File: src/rtl/axil_pkg.sv
// Shared AXI4-Lite types for the command master and its helpers.
package axil_pkg;

    typedef enum logic [1:0] {
        OKAY   = 2'd0,
        EXOKAY = 2'd1,
        SLVERR = 2'd2,
        DECERR = 2'd3
    } resp_t;

    typedef enum logic [2:0] {
        IDLE,
        WR,
        WAIT_B,
        RD,
        WAIT_R,
        RSP
    } master_state_t;

endpackage

File: src/rtl/axil_cmd_master_if.sv
// AXI4-Lite bus bundle between the command master and a slave.
interface axil_cmd_master_if #(
    parameter int AW = 4,
    parameter int DW = 32
);
    logic [AW-1:0]   AWADDR;
    logic [2:0]      AWPROT;
    logic            AWVALID;
    logic            AWREADY;
    logic [DW-1:0]   WDATA;
    logic [DW/8-1:0] WSTRB;
    logic            WVALID;
    logic            WREADY;
    logic [1:0]      BRESP;
    logic            BVALID;
    logic            BREADY;
    logic [AW-1:0]   ARADDR;
    logic [2:0]      ARPROT;
    logic            ARVALID;
    logic            ARREADY;
    logic [DW-1:0]   RDATA;
    logic [1:0]      RRESP;
    logic            RVALID;
    logic            RREADY;

    modport master (
        output AWADDR, AWPROT, AWVALID, input AWREADY,
        output WDATA, WSTRB, WVALID, input WREADY,
        input BRESP, BVALID, output BREADY,
        output ARADDR, ARPROT, ARVALID, input ARREADY,
        input RDATA, RRESP, RVALID, output RREADY
    );

    modport slave (
        input AWADDR, AWPROT, AWVALID, output AWREADY,
        input WDATA, WSTRB, WVALID, output WREADY,
        output BRESP, BVALID, input BREADY,
        input ARADDR, ARPROT, ARVALID, output ARREADY,
        output RDATA, RRESP, RVALID, input RREADY
    );
endinterface

File: src/rtl/axil_sat_counter.sv
// Saturating up-counter with synchronous clear; sticks at all-ones.
module axil_sat_counter #(
    parameter int W = 16
) (
    input  logic         clk,
    input  logic         clr,
    input  logic         inc,
    output logic [W-1:0] cnt
);
    logic [W-1:0] cnt_q, cnt_d;

    always_comb begin
        cnt_d = cnt_q;
        if (inc && (cnt_q != {W{1'b1}})) cnt_d = cnt_q + W'(1);
    end

    always_ff @(posedge clk) begin
        if (clr) cnt_q <= '0;
        else     cnt_q <= cnt_d;
    end

    assign cnt = cnt_q;
endmodule

File: src/rtl/axil_cmd_master.sv
// AXI4-Lite single-outstanding master: one command in, one AXI transaction
// out, one response back, plus saturating completion and error counters.
module axil_cmd_master
    import axil_pkg::*;
#(
    parameter int         C_M_AXI_ADDR_WIDTH = 4,
    parameter int         C_M_AXI_DATA_WIDTH = 32,
    parameter logic [2:0] C_PROT             = 3'b000,
    parameter int         C_CNT_WIDTH        = 16
) (
    input  logic                            M_AXI_ACLK,
    input  logic                            M_AXI_ARESET,
    input  logic                            cmd_valid,
    output logic                            cmd_ready,
    input  logic                            cmd_write,
    input  logic [C_M_AXI_ADDR_WIDTH-1:0]   cmd_addr,
    input  logic [C_M_AXI_DATA_WIDTH-1:0]   cmd_wdata,
    input  logic [C_M_AXI_DATA_WIDTH/8-1:0] cmd_wstrb,
    output logic                            rsp_valid,
    input  logic                            rsp_ready,
    output logic                            rsp_write,
    output logic [C_M_AXI_DATA_WIDTH-1:0]   rsp_rdata,
    output logic [1:0]                      rsp_resp,
    axil_cmd_master_if.master               m_axi,
    output logic [C_CNT_WIDTH-1:0]          txn_cnt,
    output logic [C_CNT_WIDTH-1:0]          err_cnt
);
    localparam int AW = C_M_AXI_ADDR_WIDTH;
    localparam int DW = C_M_AXI_DATA_WIDTH;
    localparam int SW = DW / 8;

    master_state_t state_q, state_d;
    logic          cmd_ready_q, cmd_ready_d;
    logic          awvalid_q, awvalid_d, wvalid_q, wvalid_d, arvalid_q, arvalid_d;
    logic          bready_q, bready_d, rready_q, rready_d;
    logic          rsp_valid_q, rsp_valid_d;
    logic          write_q, write_d;
    logic [AW-1:0] addr_q, addr_d;
    logic [DW-1:0] wdata_q, wdata_d, rdata_q, rdata_d;
    logic [SW-1:0] wstrb_q, wstrb_d;
    resp_t         resp_q, resp_d;
    logic          rsp_hs;

    assign rsp_hs = rsp_valid_q && rsp_ready;

    always_comb begin
        state_d     = state_q;
        cmd_ready_d = cmd_ready_q;
        awvalid_d   = awvalid_q;
        wvalid_d    = wvalid_q;
        arvalid_d   = arvalid_q;
        bready_d    = bready_q;
        rready_d    = rready_q;
        rsp_valid_d = rsp_valid_q;
        write_d     = write_q;
        addr_d      = addr_q;
        wdata_d     = wdata_q;
        wstrb_d     = wstrb_q;
        rdata_d     = rdata_q;
        resp_d      = resp_q;
        unique case (state_q)
            IDLE: if (cmd_valid && cmd_ready_q) begin
                cmd_ready_d = 1'b0;
                write_d     = cmd_write;
                addr_d      = cmd_addr;
                wdata_d     = cmd_wdata;
                wstrb_d     = cmd_wstrb;
                rdata_d     = '0;
                resp_d      = OKAY;
                if (cmd_write) begin
                    awvalid_d = 1'b1;
                    wvalid_d  = 1'b1;
                    state_d   = WR;
                end else begin
                    arvalid_d = 1'b1;
                    state_d   = RD;
                end
            end
            // AW and W complete independently; move on once both are gone.
            WR: begin
                if (awvalid_q && m_axi.AWREADY) awvalid_d = 1'b0;
                if (wvalid_q && m_axi.WREADY)   wvalid_d  = 1'b0;
                if (!awvalid_d && !wvalid_d) begin
                    bready_d = 1'b1;
                    state_d  = WAIT_B;
                end
            end
            WAIT_B: if (m_axi.BVALID && bready_q) begin
                resp_d      = resp_t'(m_axi.BRESP);
                bready_d    = 1'b0;
                rsp_valid_d = 1'b1;
                state_d     = RSP;
            end
            RD: if (m_axi.ARREADY) begin
                arvalid_d = 1'b0;
                rready_d  = 1'b1;
                state_d   = WAIT_R;
            end
            WAIT_R: if (m_axi.RVALID && rready_q) begin
                rdata_d     = m_axi.RDATA;
                resp_d      = resp_t'(m_axi.RRESP);
                rready_d    = 1'b0;
                rsp_valid_d = 1'b1;
                state_d     = RSP;
            end
            RSP: if (rsp_ready) begin
                rsp_valid_d = 1'b0;
                cmd_ready_d = 1'b1;
                state_d     = IDLE;
            end
            default: state_d = IDLE;
        endcase
    end

    always_ff @(posedge M_AXI_ACLK) begin
        if (M_AXI_ARESET) begin
            state_q     <= IDLE;
            cmd_ready_q <= 1'b1;
            awvalid_q   <= 1'b0;
            wvalid_q    <= 1'b0;
            arvalid_q   <= 1'b0;
            bready_q    <= 1'b0;
            rready_q    <= 1'b0;
            rsp_valid_q <= 1'b0;
            write_q     <= 1'b0;
            addr_q      <= '0;
            wdata_q     <= '0;
            wstrb_q     <= '0;
            rdata_q     <= '0;
            resp_q      <= OKAY;
        end else begin
            state_q     <= state_d;
            cmd_ready_q <= cmd_ready_d;
            awvalid_q   <= awvalid_d;
            wvalid_q    <= wvalid_d;
            arvalid_q   <= arvalid_d;
            bready_q    <= bready_d;
            rready_q    <= rready_d;
            rsp_valid_q <= rsp_valid_d;
            write_q     <= write_d;
            addr_q      <= addr_d;
            wdata_q     <= wdata_d;
            wstrb_q     <= wstrb_d;
            rdata_q     <= rdata_d;
            resp_q      <= resp_d;
        end
    end

    axil_sat_counter #(.W(C_CNT_WIDTH)) u_txn_cnt (
        .clk(M_AXI_ACLK), .clr(M_AXI_ARESET), .inc(rsp_hs), .cnt(txn_cnt)
    );
    axil_sat_counter #(.W(C_CNT_WIDTH)) u_err_cnt (
        .clk(M_AXI_ACLK), .clr(M_AXI_ARESET), .inc(rsp_hs && (resp_q != OKAY)), .cnt(err_cnt)
    );

    assign cmd_ready     = cmd_ready_q;
    assign rsp_valid     = rsp_valid_q;
    assign rsp_write     = write_q;
    assign rsp_rdata     = rdata_q;
    assign rsp_resp      = resp_q;
    assign m_axi.AWADDR  = addr_q;
    assign m_axi.AWPROT  = C_PROT;
    assign m_axi.AWVALID = awvalid_q;
    assign m_axi.WDATA   = wdata_q;
    assign m_axi.WSTRB   = wstrb_q;
    assign m_axi.WVALID  = wvalid_q;
    assign m_axi.BREADY  = bready_q;
    assign m_axi.ARADDR  = addr_q;
    assign m_axi.ARPROT  = C_PROT;
    assign m_axi.ARVALID = arvalid_q;
    assign m_axi.RREADY  = rready_q;
endmodule

File: src/flat_wrapper.sv
// flat-port wrapper written by rule: the top's interface ports become plain ports
module axil_cmd_master_flat import axil_pkg::*;
#(
    parameter int         C_M_AXI_ADDR_WIDTH = 4,
    parameter int         C_M_AXI_DATA_WIDTH = 32,
    parameter logic [2:0] C_PROT             = 3'b000,
    parameter int         C_CNT_WIDTH        = 16
)
  (M_AXI_ACLK, M_AXI_ARESET, cmd_valid, cmd_ready, cmd_write, cmd_addr, cmd_wdata, cmd_wstrb, rsp_valid, rsp_ready, rsp_write, rsp_rdata, rsp_resp, txn_cnt, err_cnt, m_axi_AWADDR, m_axi_AWPROT, m_axi_AWVALID, m_axi_AWREADY, m_axi_WDATA, m_axi_WSTRB, m_axi_WVALID, m_axi_WREADY, m_axi_BRESP, m_axi_BVALID, m_axi_BREADY, m_axi_ARADDR, m_axi_ARPROT, m_axi_ARVALID, m_axi_ARREADY, m_axi_RDATA, m_axi_RRESP, m_axi_RVALID, m_axi_RREADY);
  axil_cmd_master_if #(.AW((4)), .DW((32))) m_axi_i ();
  input  logic M_AXI_ACLK;
  input  logic M_AXI_ARESET;
  input  logic cmd_valid;
  output logic cmd_ready;
  input  logic cmd_write;
  input  logic [C_M_AXI_ADDR_WIDTH-1:0] cmd_addr;
  input  logic [C_M_AXI_DATA_WIDTH-1:0] cmd_wdata;
  input  logic [C_M_AXI_DATA_WIDTH/8-1:0] cmd_wstrb;
  output logic rsp_valid;
  input  logic rsp_ready;
  output logic rsp_write;
  output logic [C_M_AXI_DATA_WIDTH-1:0] rsp_rdata;
  output logic [1:0] rsp_resp;
  output logic [C_CNT_WIDTH-1:0] txn_cnt;
  output logic [C_CNT_WIDTH-1:0] err_cnt;
  output wire logic [$bits(m_axi_i.AWADDR)-1:0] m_axi_AWADDR;
  output wire logic [$bits(m_axi_i.AWPROT)-1:0] m_axi_AWPROT;
  output wire logic [$bits(m_axi_i.AWVALID)-1:0] m_axi_AWVALID;
  input wire logic [$bits(m_axi_i.AWREADY)-1:0] m_axi_AWREADY;
  output wire logic [$bits(m_axi_i.WDATA)-1:0] m_axi_WDATA;
  output wire logic [$bits(m_axi_i.WSTRB)-1:0] m_axi_WSTRB;
  output wire logic [$bits(m_axi_i.WVALID)-1:0] m_axi_WVALID;
  input wire logic [$bits(m_axi_i.WREADY)-1:0] m_axi_WREADY;
  input wire logic [$bits(m_axi_i.BRESP)-1:0] m_axi_BRESP;
  input wire logic [$bits(m_axi_i.BVALID)-1:0] m_axi_BVALID;
  output wire logic [$bits(m_axi_i.BREADY)-1:0] m_axi_BREADY;
  output wire logic [$bits(m_axi_i.ARADDR)-1:0] m_axi_ARADDR;
  output wire logic [$bits(m_axi_i.ARPROT)-1:0] m_axi_ARPROT;
  output wire logic [$bits(m_axi_i.ARVALID)-1:0] m_axi_ARVALID;
  input wire logic [$bits(m_axi_i.ARREADY)-1:0] m_axi_ARREADY;
  input wire logic [$bits(m_axi_i.RDATA)-1:0] m_axi_RDATA;
  input wire logic [$bits(m_axi_i.RRESP)-1:0] m_axi_RRESP;
  input wire logic [$bits(m_axi_i.RVALID)-1:0] m_axi_RVALID;
  output wire logic [$bits(m_axi_i.RREADY)-1:0] m_axi_RREADY;
  assign m_axi_AWADDR = m_axi_i.AWADDR;
  assign m_axi_AWPROT = m_axi_i.AWPROT;
  assign m_axi_AWVALID = m_axi_i.AWVALID;
  assign m_axi_i.AWREADY = m_axi_AWREADY;
  assign m_axi_WDATA = m_axi_i.WDATA;
  assign m_axi_WSTRB = m_axi_i.WSTRB;
  assign m_axi_WVALID = m_axi_i.WVALID;
  assign m_axi_i.WREADY = m_axi_WREADY;
  assign m_axi_i.BRESP = m_axi_BRESP;
  assign m_axi_i.BVALID = m_axi_BVALID;
  assign m_axi_BREADY = m_axi_i.BREADY;
  assign m_axi_ARADDR = m_axi_i.ARADDR;
  assign m_axi_ARPROT = m_axi_i.ARPROT;
  assign m_axi_ARVALID = m_axi_i.ARVALID;
  assign m_axi_i.ARREADY = m_axi_ARREADY;
  assign m_axi_i.RDATA = m_axi_RDATA;
  assign m_axi_i.RRESP = m_axi_RRESP;
  assign m_axi_i.RVALID = m_axi_RVALID;
  assign m_axi_RREADY = m_axi_i.RREADY;
  axil_cmd_master #(.C_M_AXI_ADDR_WIDTH(C_M_AXI_ADDR_WIDTH), .C_M_AXI_DATA_WIDTH(C_M_AXI_DATA_WIDTH), .C_PROT(C_PROT), .C_CNT_WIDTH(C_CNT_WIDTH)) u_core (.M_AXI_ACLK(M_AXI_ACLK), .M_AXI_ARESET(M_AXI_ARESET), .cmd_valid(cmd_valid), .cmd_ready(cmd_ready), .cmd_write(cmd_write), .cmd_addr(cmd_addr), .cmd_wdata(cmd_wdata), .cmd_wstrb(cmd_wstrb), .rsp_valid(rsp_valid), .rsp_ready(rsp_ready), .rsp_write(rsp_write), .rsp_rdata(rsp_rdata), .rsp_resp(rsp_resp), .m_axi(m_axi_i), .txn_cnt(txn_cnt), .err_cnt(err_cnt));
endmodule
File: config.mk
export PLATFORM = sky130hd
export DESIGN_NAME = axil_cmd_master_flat
export DESIGN_NICKNAME = d
export VERILOG_FILES = /design/src/rtl/axil_pkg.sv /design/src/rtl/axil_cmd_master_if.sv /design/src/rtl/axil_sat_counter.sv /design/src/rtl/axil_cmd_master.sv /design/src/flat_wrapper.sv
export SDC_FILE = /design/constraint.sdc
export NUM_CORES = 1
export LEC_CHECK = 0
export ABC_AREA = 1
export CAP_MARGIN = 10
export CORE_UTILIZATION = 44
export DETAILED_ROUTE_END_ITERATION = 10
export GPL_TIMING_DRIVEN = 1
export PLACE_DENSITY = 0.82
export SLEW_MARGIN = 40
export SYNTH_ARGS = -nofsm -noshare
export SYNTH_HDL_FRONTEND = slang
export SYNTH_HIERARCHICAL = 1
export SYNTH_SLANG_ARGS = --single-unit
export TNS_END_PERCENT = 100
File: constraint.sdc
create_clock -name M_AXI_ACLK -period 1.74 [get_ports M_AXI_ACLK]
set_input_delay 0.348 -clock M_AXI_ACLK [delete_from_list [all_inputs] [get_ports M_AXI_ACLK]]
set_output_delay 0.348 -clock M_AXI_ACLK [all_outputs]
set_load 0.05 [all_outputs]
==> results_dict.tcl, run 1 <==
set metrics [dict create \
    gp_congestion 0.8815 \
    ys_warn_count 6 \
    drv_slew 0 \
    grt_pass1_vias 5085 \
    cts_resized 0 \
    placed_cells 1073 \
    antennaDiodeCount 0 \
    synth_seq_cells 117 \
    synth_most_common_cell "nand2_1" \
    hold_viol_final 0 \
    leakagePower_nw 3.333 \
    clk_pin_slew_ns 0.05 \
    synth_cell_types 33 \
    clock-root-buffer "clkbuf_16" \
    finalCoreUtilization_pct 66.88 \
    pre_cts_ws_ns -0.1682 \
    fmax_mhz 647.3 \
    die_h_um 111.3 \
    final-setup-viol-count 0 \
    ys_top_cells_by_count "209 x nand2_1, 117 x dfxtp_1, 111 x nor2_1" \
    place_area_um2 7142 \
    portBuffers 203 \
    clock_path_buffers 2 \
    rsz0062_at_grt "false" \
    rows 39 \
    tightest_slew_ns 0.5160 \
    ioPinCount 210 \
    maxCapViolations 0 \
    crit_type "flop to flop" \
    p_per_area_nw_per_um2 1477 \
    synthArstFlopShare_pct 0 \
    drc 18 \
    avgSynthCellArea_um2 7.048 \
    max-slew-margin-rel_pct 65.56 \
    synth_top_area_share_pct 44.55 \
    vias_per_cell 4.945 \
    synth-main-ff-cell "dfxtp_1" \
    syn_area_um2 5258 \
    die_x_um 111.3 \
    drt-initial-drc-count 327 \
    drt_wl_total_um 14620 \
    failed_checks "DRC" \
    dieArea_um2 12390 \
    worst_skew_pair.late_latency_ns 0.41 \
    area_growth_pct 46.50 \
    skew_ns 0.005714 \
    period_minus_slack_ns 1.545 \
    fillCellCount 1051 \
    dp_hpwl_um 10340 \
    status "complete, but fails checks" \
    clkSinkCount 117 \
    drtPass1Iterations 8 \
    core_region_area_um2 11520 \
    nets 1038 \
    start_kind "flop" \
    total_power_mw 11.37 \
    cp-end-kind "flop" \
    cts_tree "yes" \
    vias 5454 \
    cts-hold-fix-buffers 0 \
    syn_inst 746 \
    grt_overflow 0 \
    cts_inserted_buffers 17 \
    htree_levels 4 \
    synthTopCellsByArea "dfxtp_1 45%, nand2_1 15%, a21oi_1 8.4%" \
    cp.required_ns 2.08 \
    min_path_type "primary input to flop" \
    postRouteAntennaNets 0 \
    grt_first_pass_wirelength_um 24010 \
    path_max_fanout 7 \
    holdWs_ns 0.3021 \
    arrival_ns 1.89 \
    instances_no_fill 1103 \
    synth_top_area_cell "dfxtp_1" \
    final_design_area_no_fill_um2 7702 \
    setup_tns_ns 0 \
    timing.final.crit_share_pct 88.79 \
    grt_max_degree 47 \
    routedWlPerCell_um 13.26 \
    ir_drop_mv 1.261 \
    synth-seq-area-share_pct 44.55 \
    worst_slack_ns 0.1951 \
    antenna_found_initial 0 \
    initial_core_util_pct 45.65 \
    grt_util_all_layers_pct 24.31 \
    synth_edf_count 0 \
    drive_gt1_share_pct 21.67 \
]
==> power by group <==
part           internal, mW  switching, mW  leakage (nW)  total (mW)
Clock                  2.10           1.19         0.262        3.30
Combinational          1.47           3.13          2.12        4.60
Sequential             3.17          0.306         0.953        3.47
Total                  6.74           4.63          3.33        11.4
==> cell usage in the layout (no fill, tap or decap), drive strengths merged, types with 8 or more instances in the layout <==
master / count
nand2: 217
nor2: 140
buf: 137
dfxtp: 117
a21oi: 88
clkdlybuf4s50: 84
nand3: 43
inv: 43
o21ai: 31
clkbuf: 19
nand4: 8
==> routing by layer <==
metal	up-vias	track usage, %	wire length (um)
met1	2471	27.50	6018
met3	22	9.677	1201
met2	188	41.71	7185
li1	2773	-	-
met5	-	0	0
met4	0	8.018	216
==> state kept, by name (all words and copies together), names as in the netlist, 2 cells and up <==
signal                flops
u_core/m_axi.WDATA       32
u_core/rsp_rdata         32
u_core/u_err_cnt/cnt     16
u_core/u_txn_cnt/cnt     16
u_core/m_axi.ARADDR       4
u_core/m_axi.WSTRB        4
u_core/state_q            3
u_core/rsp_resp           2
==> worst paths after layout <==
kind	from	end	slack [ns]	cells past startpoint
setup / recovery	u_core/u_err_cnt/cnt[0]	u_core/u_err_cnt/cnt[1]	0.20	9
hold reg to reg	u_core/rsp_write	u_core/rsp_write	0.46	1
setup reg to reg	u_core/u_err_cnt/cnt[0]	u_core/u_err_cnt/cnt[1]	0.20	9
hold / removal	M_AXI_ARESET	u_core/u_txn_cnt/cnt[8]	0.30	2
==> area by class of cell <==
type | instances | area, um2 | share of cell area [%]
multi-input combinational | 548 | 2514 | 32.63
clock inverter | 10 | 110.1 | 1.430
tap | 143 | 178.9 | 2.323
sequential | 117 | 2344 | 30.43
timing repair buffer | 221 | 1942 | 25.21
clock buffer | 19 | 442.9 | 5.750
inverter | 45 | 171.4 | 2.225
==> cells by family (layout without fill, tap and decap cells) <==
kind of cell	Yosys count	after routing	synth area share (%)
other	1	6	0.07133
and+or+nand+nor	415	415	34.75
AOI/OAI and AO/OA	125	125	12.16
DFF	117	117	44.55
adders and majority gates	2	2	0.4759
buffers and inverters	86	295	7.996
==> what timing repair did <==
| action | CTS | global route |
|---|---|---|
| endpoints found under the setup margin | 0 | 1 |
| hold endpoints to repair | 0 | 0 |
| buffers inserted | 0 | 1 |
==> worst max-delay path: stages, from the launching register on <==
cell and delay [ns]:
dfxtp_1 0.40, ha_1 0.19, inv_1 0.05, nor2_2 0.21, nand2_2 0.14, nor2_8 0.22
nor2_4 0.06, nand2_1 0.06, nand2_1 0.05, nor2_1 0.11
Note: power is estimated with default switching activity, not from simulation.
==> run 2: changes to the inputs <==
Settings changed: CORE_ASPECT_RATIO set to 1.4, HOLD_SLACK_MARGIN set to 0.12.
==> results_dict.tcl, run 2 (synthesized netlist as in run 1, its figures left out) <==
set metrics [dict create \
    setup_tns_ns 0 \
    vias 5411 \
    die_x_um 94.39 \
    r2r_slack_ns 0.21 \
    wl_met2_um 7543 \
    drive_gt1_share_pct 21.91 \
    clock_path_buffers 2 \
    crit_type "flop to flop" \
    hold_viol_final 0 \
    finalCoreUtilization_pct 66.85 \
    postCtsSetupBuffers 0 \
    clk_pin_slew_ns 0.06 \
    routedWlPerCell_um 13.16 \
    drv_slew 0 \
    grt_first_pass_wirelength_um 23630 \
    min_to "u_core/state_q[0]" \
    rr_startpoint "u_core/u_txn_cnt/cnt[0]" \
    p_per_area_nw_per_um2 1487 \
    holdWs_ns 0.2830 \
    grt_max_degree 40 \
    path_max_fanout 6 \
    drc 0 \
    rsz0062_at_grt "false" \
    fmax_mhz 653.3 \
    seq_area_um2 2344 \
    gp_congestion 0.8603 \
    clock-root-buffer "clkbuf_16" \
    grt_overflow 0 \
    layout_common_cells "209 x nand2_1, 133 x buf_4, 116 x dfxtp_1" \
    worst_skew_pair.late_latency_ns 0.40 \
    htree_levels 4 \
    cp.required_ns 2.03 \
    ioPinCount 210 \
    min_from "M_AXI_ARESET" \
    start_kind "flop" \
    final-setup-viol-count 0 \
    drtPass1Iterations 4 \
    total_power_mw 11.44 \
    antennaDiodeCount 0 \
    area_growth_pct 46.36 \
    met3WireLength_um 1037 \
    reg2reg_depth 8 \
    layout_commonest_cell "nand2_1" \
    pre_cts_ws_ns -0.1732 \
    grt_util_all_layers_pct 23.92 \
    initial_core_util_pct 45.67 \
    leakagePower_nw 3.335 \
    vias_per_cell 4.888 \
    min_path_cells 2 \
    status "complete, no violations" \
    cts_tree "yes" \
    period_minus_slack_ns 1.531 \
    cts_inserted_buffers 17 \
    fillCellCount 1012 \
    cts-hold-fix-buffers 0 \
    timing.rr.end "u_core/u_txn_cnt/cnt[14]" \
    min_path_type "primary input to flop" \
    dieArea_um2 12400 \
    clkSinkCount 117 \
    antenna_found_initial 0 \
    multi_input_area_um2 2514 \
    drt_wl_total_um 14570 \
    dp_hpwl_um 10650 \
    maxCapViolations 0 \
    skew_ns 0.01229 \
    postRouteAntennaNets 0 \
    met1_length_um 5748 \
    timing.final.crit_share_pct 87.97 \
    cts_resized 0 \
    worst_slack_ns 0.2093 \
    portBuffers 203 \
    cp-end-kind "flop" \
    ir_drop_mv 1.048 \
    core_region_area_um2 11510 \
    arrival_ns 1.82 \
    drt-initial-drc-count 275 \
    nets 1038 \
    die_h_um 131.3 \
    grt_pass1_vias 5015 \
    rows 46 \
    highest_layer "met4" \
]
## run 2: how the worst max path moves through the flow
stage                     cells past startpoint                       end                     from
final                                         8  u_core/u_txn_cnt/cnt[14]  u_core/u_txn_cnt/cnt[0]
after global routing                         10  u_core/u_txn_cnt/cnt[11]                rsp_ready
after CTS                                    10  u_core/u_txn_cnt/cnt[13]  u_core/u_txn_cnt/cnt[0]
after detailed placement                     10  u_core/u_err_cnt/cnt[13]                rsp_ready
after global placement                       10  u_core/u_err_cnt/cnt[13]                rsp_ready
after floorplan                               8   u_core/u_err_cnt/cnt[0]  u_core/u_err_cnt/cnt[0]
## run 2: cell type report
type,instances,share of cell area (%)
well taps,144,2.341
multi-input cells,548,32.67
clock buffers,18,5.577
flip-flops and latches,117,30.46
inverters,45,2.228
clock inverters,14,1.984
repair buffers,221,24.75
## run 2: layer usage
metal | vias up | track usage (%)
met3 | 16 | 7.639
met2 | 159 | 41.63
met5 | - | 0
li1 | 2780 | -
met4 | 0 | 8.718
met1 | 2456 | 26.60
## run 2: report_power, final
group	switching [mW]	internal (mW)	total (mW)
clock	1.29	2.12	3.41
sequential	0.318	3.16	3.48
combinational	3.12	1.43	4.55
total	4.73	6.71	11.4
## run 2: per-stage QoR
step           std cells  instance area [um2]
6_report            1107                 7695
5_1_grt             1107                 7695
4_1_cts             1107                 7695
3_5_place_dp        1075                 7113
3_3_place_gp        1075                 7113
2_1_floorplan        751                 5278
## run 2: worst max-delay path: stages (launching register included)
cell and delay, ns:
dfxtp_1 0.43, ha_1 0.20, inv_1 0.07, nor2_4 0.17, nand3_1 0.17, nor2_1 0.18
nand3_1 0.10, nand2_1 0.07, nor2_1 0.04
==> run 3: changes to the inputs <==
Settings changed: CORE_UTILIZATION 44 to 57, DONT_BUFFER_PORTS set to 1, PLACE_DENSITY 0.82 to 0.73.
==> results_dict.tcl, run 3 (synthesized netlist as in run 1, its figures left out) <==
set metrics [dict create \
    clock_path_buffers 2 \
    max_stage_delay_ns 0.37 \
    path_delay_family "buffers and inverters" \
    grt_util_all_layers_pct 34.08 \
    drv_slew 0 \
    antennaDiodeCount 0 \
    cp-end-kind "flop" \
    worstPathCellList "nor2_4, nand4_4, buf_6, inv_2, buf_12, nand2_1, a21oi_1" \
    tightest_slew_ns 0.6162 \
    cts_tree "yes" \
    timing.final.crit_share_pct 93.67 \
    routedWlPerCell_um 16.92 \
    path_max_fanout 43 \
    dp_hpwl_um 9821 \
    ir_drop_mv 1.373 \
    drc 0 \
    placed_cells 869 \
    area_growth_pct 32.37 \
    drt_wl_total_um 16430 \
    htree_levels 4 \
    grt_pass1_vias 5401 \
    die_h_um 115.6 \
    worst_skew_pair.late_latency_ns 0.41 \
    core_region_area_um2 8977 \
    grt_overflow 0 \
    rows 41 \
    cp_slowest_cell "dfxtp_1" \
    vias 5508 \
    clk_pin_slew_ns 0.06 \
    dieArea_um2 9617 \
    clkSinkCount 117 \
    ioPinCount 210 \
    layout_commonest_cell "nand2_1" \
    initial_core_util_pct 58.56 \
    nets 940 \
    rsz0062_at_grt "false" \
    final-setup-viol-count 0 \
    leakagePower_nw 2.896 \
    drtPass1Iterations 5 \
    drt-initial-drc-count 396 \
    start_kind "flop" \
    instances_no_fill 971 \
    status "complete, no violations" \
    min_path_type "primary input to flop" \
    clock-root-buffer "clkbuf_16" \
    period_minus_slack_ns 1.630 \
    grt_first_pass_wirelength_um 25790 \
    cp.required_ns 2.07 \
    gp_congestion 0.9072 \
    skew_ns 0.01434 \
    hold_viol_final 0 \
    vias_per_cell 5.673 \
    antenna_found_initial 0 \
    maxCapViolations 0 \
    max-slew-margin-rel_pct 58.87 \
    drive_gt1_share_pct 14.58 \
    portBuffers 0 \
    setup_tns_ns 0 \
    crit_buf_inv 3 \
    die_x_um 83.17 \
    arrival_ns 1.96 \
    layout_common_cells "209 x nand2_1, 116 x dfxtp_1, 111 x nor2_1" \
    p_per_area_nw_per_um2 1651 \
    cts_inserted_buffers 17 \
    crit_type "flop to flop" \
    postRouteAntennaNets 0 \
    grt_max_degree 55 \
    fmax_mhz 613.5 \
]
[run 3: metal layers]
metal | part of all wire [%] | track usage [%]
met3 | 8.8 | 10.83
met1 | 35 | 34.82
met2 | 52 | 62.13
met4 | 3.7 | 18.51
met5 | 0 | 0
[run 3: timing repair]
action                                 in CTS  in global routing
hold buffers                               71                  0
resized for setup                           0                  1
setup buffers                               0                  0
endpoints found under the hold margin      75                  0
setup endpoints to repair                   0                  4
[run 3: path summary, 6_finish.rpt]
kind                          start                     end  slack, ns  cells past startpoint
max               u_core/state_q[0]  u_core/m_axi.WDATA[31]       0.11                      7
min reg2reg  u_core/m_axi.ARADDR[2]  u_core/m_axi.ARADDR[2]       0.50                      2
max reg2reg       u_core/state_q[0]  u_core/m_axi.WDATA[31]       0.11                      7
min                 m_axi_RDATA[15]    u_core/rsp_rdata[15]       0.15                      2
[run 3: metrics by stage]
stage	power, mW	hold slack, ns	cell area (um2)	setup WS [ns]	utilization [%]
after global placement	7.125	0.4282	5565	0.2067	61.99
after detailed placement	7.223	0.4325	5565	0.1646	61.99
after CTS	11.32	0.1337	6955	0.1541	77.48
final	11.49	0.1550	6959	0.1101	77.52
after global routing	11.93	0.1464	6959	0.001631	77.52
after floorplan	6.733	0.4171	5278	0.01923	-
[run 3: area by class of cell]
class | count | area [um2]
clock buffer | 19 | 442.9
multi-input combinational | 548 | 2514
inverter | 45 | 171.4
sequential | 117 | 2344
tap | 107 | 133.9
fill | 638 | 2018
clock inverter | 12 | 226.5
timing repair buffer | 123 | 1127
[run 3: power breakdown]
part	switching, mW	total, mW	internal [mW]	leakage (nW)
sequential	1.58	4.75	3.16	0.953
clock	1.24	3.96	2.72	0.320
combinational	1.92	2.78	0.867	1.62
total	4.73	11.5	6.75	2.90
[run 3: worst register-to-register path, cell delays in order (launching register included)]
cell	delay, ns
dfxtp_1	0.37
nor2_4	0.18
nand4_4	0.12
buf_6	0.23
inv_2	0.13
buf_12	0.20
nand2_1	0.14
a21oi_1	0.19
